--- src/rtl/if_stage.sv ---
// Instruction-fetch stage: PC generation, ROM chip enable and the IF/ID pipeline register.
// Exception flush outranks stall, and stall outranks a branch redirect.
module if_stage #(
    parameter int                 ADDR_W   = 32,
    parameter int                 INST_W   = 32,
    parameter logic [ADDR_W-1:0]  RESET_PC = '0
) (
    input  logic              clk,
    input  logic              rst,
    input  logic [2:0]        stall_i,
    input  logic              flush_i,
    input  logic [ADDR_W-1:0] new_pc_i,
    input  logic              branch_flag_i,
    input  logic [ADDR_W-1:0] branch_target_i,
    input  logic [INST_W-1:0] rom_inst_i,
    output logic [ADDR_W-1:0] rom_addr_o,
    output logic              rom_ce_o,
    output logic [ADDR_W-1:0] id_pc_o,
    output logic [INST_W-1:0] id_inst_o,
    output logic              id_valid_o,
    output logic              id_adel_o
);

    logic              rom_ce_q;
    logic [ADDR_W-1:0] pc_q, pc_d;
    logic [ADDR_W-1:0] id_pc_q, id_pc_d;
    logic [INST_W-1:0] id_inst_q, id_inst_d;
    logic              id_valid_q, id_valid_d;
    logic              id_adel_q, id_adel_d;
    logic              pc_misaligned;

    assign pc_misaligned = (pc_q[1:0] != 2'b00);

    // PC holds at RESET_PC until the chip enable has been registered high.
    always_comb begin
        pc_d = pc_q;
        if (rom_ce_q) begin
            if (flush_i)
                pc_d = new_pc_i;
            else if (stall_i[0])
                pc_d = pc_q;
            else if (branch_flag_i)
                pc_d = branch_target_i;
            else
                pc_d = pc_q + ADDR_W'(4);
        end
    end

    always_comb begin
        id_pc_d    = id_pc_q;
        id_inst_d  = id_inst_q;
        id_valid_d = id_valid_q;
        id_adel_d  = id_adel_q;
        if (flush_i || (stall_i[1] && !stall_i[2])) begin
            id_pc_d    = '0;
            id_inst_d  = '0;
            id_valid_d = 1'b0;
            id_adel_d  = 1'b0;
        end else if (!stall_i[1]) begin
            id_pc_d    = pc_q;
            id_inst_d  = rom_ce_q ? rom_inst_i : '0;
            id_valid_d = rom_ce_q;
            id_adel_d  = rom_ce_q & pc_misaligned;
        end
    end

    always_ff @(posedge clk or posedge rst) begin
        if (rst) begin
            rom_ce_q   <= 1'b0;
            pc_q       <= RESET_PC;
            id_pc_q    <= '0;
            id_inst_q  <= '0;
            id_valid_q <= 1'b0;
            id_adel_q  <= 1'b0;
        end else begin
            rom_ce_q   <= 1'b1;
            pc_q       <= pc_d;
            id_pc_q    <= id_pc_d;
            id_inst_q  <= id_inst_d;
            id_valid_q <= id_valid_d;
            id_adel_q  <= id_adel_d;
        end
    end

    assign rom_addr_o = pc_q;
    assign rom_ce_o   = rom_ce_q;
    assign id_pc_o    = id_pc_q;
    assign id_inst_o  = id_inst_q;
    assign id_valid_o = id_valid_q;
    assign id_adel_o  = id_adel_q;

endmodule

--- config.mk ---
export PLATFORM = sky130hd
export DESIGN_NAME = if_stage
export DESIGN_NICKNAME = d
export VERILOG_FILES = /design/src/rtl/if_stage.sv
export SDC_FILE = /design/constraint.sdc
export NUM_CORES = 1
export LEC_CHECK = 0
export ABC_AREA = 1
export BUFFER_PORTS_ARGS = -buffer_cell sky130_fd_sc_hd__buf_2
export CAP_MARGIN = 40
export CORE_MARGIN = 1
export CORE_UTILIZATION = 32
export CTS_BUF_LIST = sky130_fd_sc_hd__clkbuf_8
export DETAILED_ROUTE_END_ITERATION = 12
export PLACE_DENSITY = 0.67
export SETUP_SLACK_MARGIN = 0.2
export SYNTH_ARGS = -nofsm -noshare
export SYNTH_HDL_FRONTEND = slang
export SYNTH_SLANG_ARGS = --single-unit
--- constraint.sdc ---
create_clock -name clk -period 6.55 [get_ports clk]
set_input_delay 0.655 -clock clk [delete_from_list [all_inputs] [get_ports clk]]
set_output_delay 0.655 -clock clk [all_outputs]
set_load 0.05 [all_outputs]
==> flow_metrics.tcl <==
set metrics [dict create \
    initial_core_util_pct 33.3 \
    leakagePower_nw 3.24 \
    synthAdderAreaFrac_pct 0.245 \
    track_usage_pct 20.2 \
    r2r-end "rom_addr_o[4]$_DFFE_PP0P_" \
    dp.final_hpwl_um 11700 \
    fmax_mhz 394 \
    drt-total-wl_um 16200 \
    area_delta_synth_final_pct 27.3 \
    pwr-share-seq_pct 43.8 \
    grt_pass1_vias 4823 \
    drt_iter0_drc 276 \
    ant_nets 0 \
    worst_slack_ps 4010 \
    p_switching_mw 0.656 \
    hold_buffers 0 \
    via_per_inst 4.81 \
    dr_total_vias 5016 \
    drive_gt1_share_pct 31.3 \
    p_sw_share_pct 39.5 \
    path_max_fanout 35 \
    num_antenna_cells 0 \
    reg2reg_slack_ps 4690 \
    skew_ps 10.9 \
    hold_violations 0 \
    layout_common_cells "201 x buf_2, 113 x nand2_1, 103 x inv_1, 99 x dfrtp_1, 69 x nand3_1" \
    grt_max_degree 43 \
    finalSetupTns_ps 0 \
    synth_simple_gate_area_share_pct 23.7 \
    cap_violations 0 \
    yosys_warnings 0 \
    nNetsFinal 930 \
    p_clk_share_pct 27.1 \
    worstSetupStartpoint "flush_i" \
    synth_mux_area_share_pct 0 \
    grt_antenna_before_repair 0 \
    post_cts_buffers 0 \
    period_share_pct 38.7 \
    final_common_cell "buf_2" \
    rr_worst_depth 5 \
    htreeDepth 3 \
    synth_seq_cells 99 \
    yosysSeqAreaShare_pct 48.5 \
    rows 45 \
    timing_worst_setup_path_type "in -> reg" \
    p_per_area_mw_per_mm2 255 \
    cts-resized-gates 0 \
    grt_pass1_wl_um 25500 \
    fin_crit_ps 2540 \
    max_slew_margin_pct 45.3 \
    fillCellCount 1582 \
    gp_congestion 0.854 \
    synth_cell_types 34 \
    p_int_mw 1.00 \
    startpoint_type "primary input" \
    worstSetupEndpoint "rom_addr_o[21]$_DFFE_PP0P_" \
    finalMaxSlewViolations 0 \
    cts_buffers 9 \
    crit_path_end_kind "register" \
    synthXorXnorAreaFrac_pct 0.171 \
    drc_errors 0 \
    syn_inst 641 \
    cts_root_buf "clkbuf_8" \
    tritoncts "done" \
    dp_worst_setup_slack_ps 3600 \
    clock_sinks 99 \
    drt-wirelength-per-cell_um 15.5 \
    core_area_mm2 0.0154 \
    die_w_um 128 \
    ioPinCount 202 \
    r2r-start "rom_ce_o$_DFF_PP0_" \
    clk_path_buf_depth 2 \
    comb_power_share_pct 29.0 \
    peakVddDrop_uv 132 \
    die_h_um 128 \
    post_dp_cell_area_mm2 0.00628 \
    synth_compound_area_share_pct 16.2 \
    port_buffers 201 \
    status "completed" \
    rsz0062_at_grt "no" \
    syn_area_mm2 0.00511 \
    drt-pass1-iter-count 5 \
    syn_area_per_cell_um2 7.98 \
    dieArea_mm2 0.0165 \
    clock_latency_ps 370 \
    grt_overflow 0 \
    hp-class "in -> async" \
    cp.arrival_ps 2810 \
    cp.required_ps 6820 \
    setup_viol 0 \
    fin_area_mm2 0.00651 \
    tightest_slew_ps 818 \
    clkTransAtPathRegs_ps 100 \
    syn_nets 745 \
    synth_top_family_by_area "simple AND/OR/NAND/NOR gates" \
]
[through the flow]
stage	util [%]	total power [mW]	hold WS, ps	instances
after global routing	42.4	1.75	213	1042
after global placement	40.8	1.22	514	1025
after detailed placement	40.9	1.22	517	1026
final	42.4	1.66	214	1042
after CTS	42.4	1.67	203	1042
after floorplan	-	1.07	760	641
[how the worst min path moves through the flow]
stage	startpoint	endpoint	slack, ps	depth (start not counted)
4_1_cts	rst	id_pc_o[6]$_DFFE_PP0P_	200	2
3_5_place_dp	id_pc_o[23]$_DFFE_PP0P_	id_pc_o[23]$_DFFE_PP0P_	520	2
5_1_grt	rst	id_pc_o[14]$_DFFE_PP0P_	210	2
6_report	rst	id_pc_o[9]$_DFFE_PP0P_	210	2
2_1_floorplan	id_inst_o[31]$_DFFE_PP0P_	id_inst_o[31]$_DFFE_PP0P_	760	2
3_3_place_gp	id_pc_o[30]$_DFFE_PP0P_	id_pc_o[30]$_DFFE_PP0P_	510	2
[final cells by class]
| type | count | area, µm² | area share, % |
|---|---|---|---|
| clock buffer | 9 | 124 | 1.90 |
| clock inverter | 7 | 101 | 1.56 |
| tap | 211 | 264 | 4.06 |
| timing repair buffer | 206 | 1060 | 16.2 |
| multi-input combinational | 400 | 2070 | 31.8 |
| inverter | 110 | 415 | 6.38 |
| sequential | 99 | 2480 | 38.1 |
[power groups by stage]
stage	combinational, mW	clock (mW)	sequential, mW
final	0.482	0.450	0.727
after global routing	0.518	0.490	0.737
after CTS	0.484	0.463	0.727
after detailed placement	0.483	0	0.739
after global placement	0.478	0	0.737
after floorplan	0.162	0	0.911
[cells in the mapped netlist]
library cell | count | area (µm²)
nor2_2 | 6 | 37.5
and2_1 | 3 | 18.8
ha_1 | 1 | 12.5
xor2_1 | 1 | 8.76
nand4_1 | 1 | 6.26
a221oi_1 | 17 | 149
a22o_1 | 2 | 17.5
nand2_4 | 2 | 22.5
dfrtp_1 | 99 | 2480
nand2_2 | 9 | 56.3
o21a_1 | 1 | 7.51
clkbuf_1 | 14 | 52.6
a32oi_1 | 2 | 17.5
nor2_1 | 46 | 173
a21oi_1 | 18 | 90.1
buf_4 | 4 | 30.0
o21ai_1 | 4 | 20.0
nor2_4 | 10 | 113
nand2_1 | 113 | 424
o21ai_0 | 46 | 230
buf_2 | 12 | 60.1
o22ai_1 | 28 | 175
nor3_1 | 1 | 5.00
conb_1 | 1 | 3.75
or2_2 | 1 | 6.26
o211ai_1 | 3 | 22.5
a21oi_2 | 1 | 8.76
a22oi_1 | 6 | 45.0
a31oi_1 | 7 | 43.8
inv_2 | 6 | 22.5
nand3_1 | 70 | 350
buf_6 | 1 | 11.3
buf_1 | 1 | 3.75
inv_1 | 104 | 390
[worst max-delay path, cell delays in order]
cell and delay [ps]:
buf_2 580, inv_2 110, nand2_1 100, nand2_2 380, inv_2 570, nand2_1 150
o211ai_1 180, nand2_1 60
[kinds of logic after synthesis]
family,after synthesis
XOR/XNOR,1
AO/OA/AOI/OAI,135
other,1
buffers and inverters,142
AND/OR/NAND/NOR,262
adder cells (fa/ha/maj),1
flip-flops,99
[routing by layer]
layer,GRT usage (%),wire length [µm]
met2,32.1,7490
met1,27.4,7420
met5,0,0
met4,6.78,340
met3,4.24,946
[registers in the layout, indices dropped and copies added, names as in the netlist]
signal      count
id_valid_o      1
rom_ce_o        1
id_pc_o        32
id_adel_o       1
rom_addr_o     32
id_inst_o      32
Note: power is estimated with default switching activity, not from simulation.
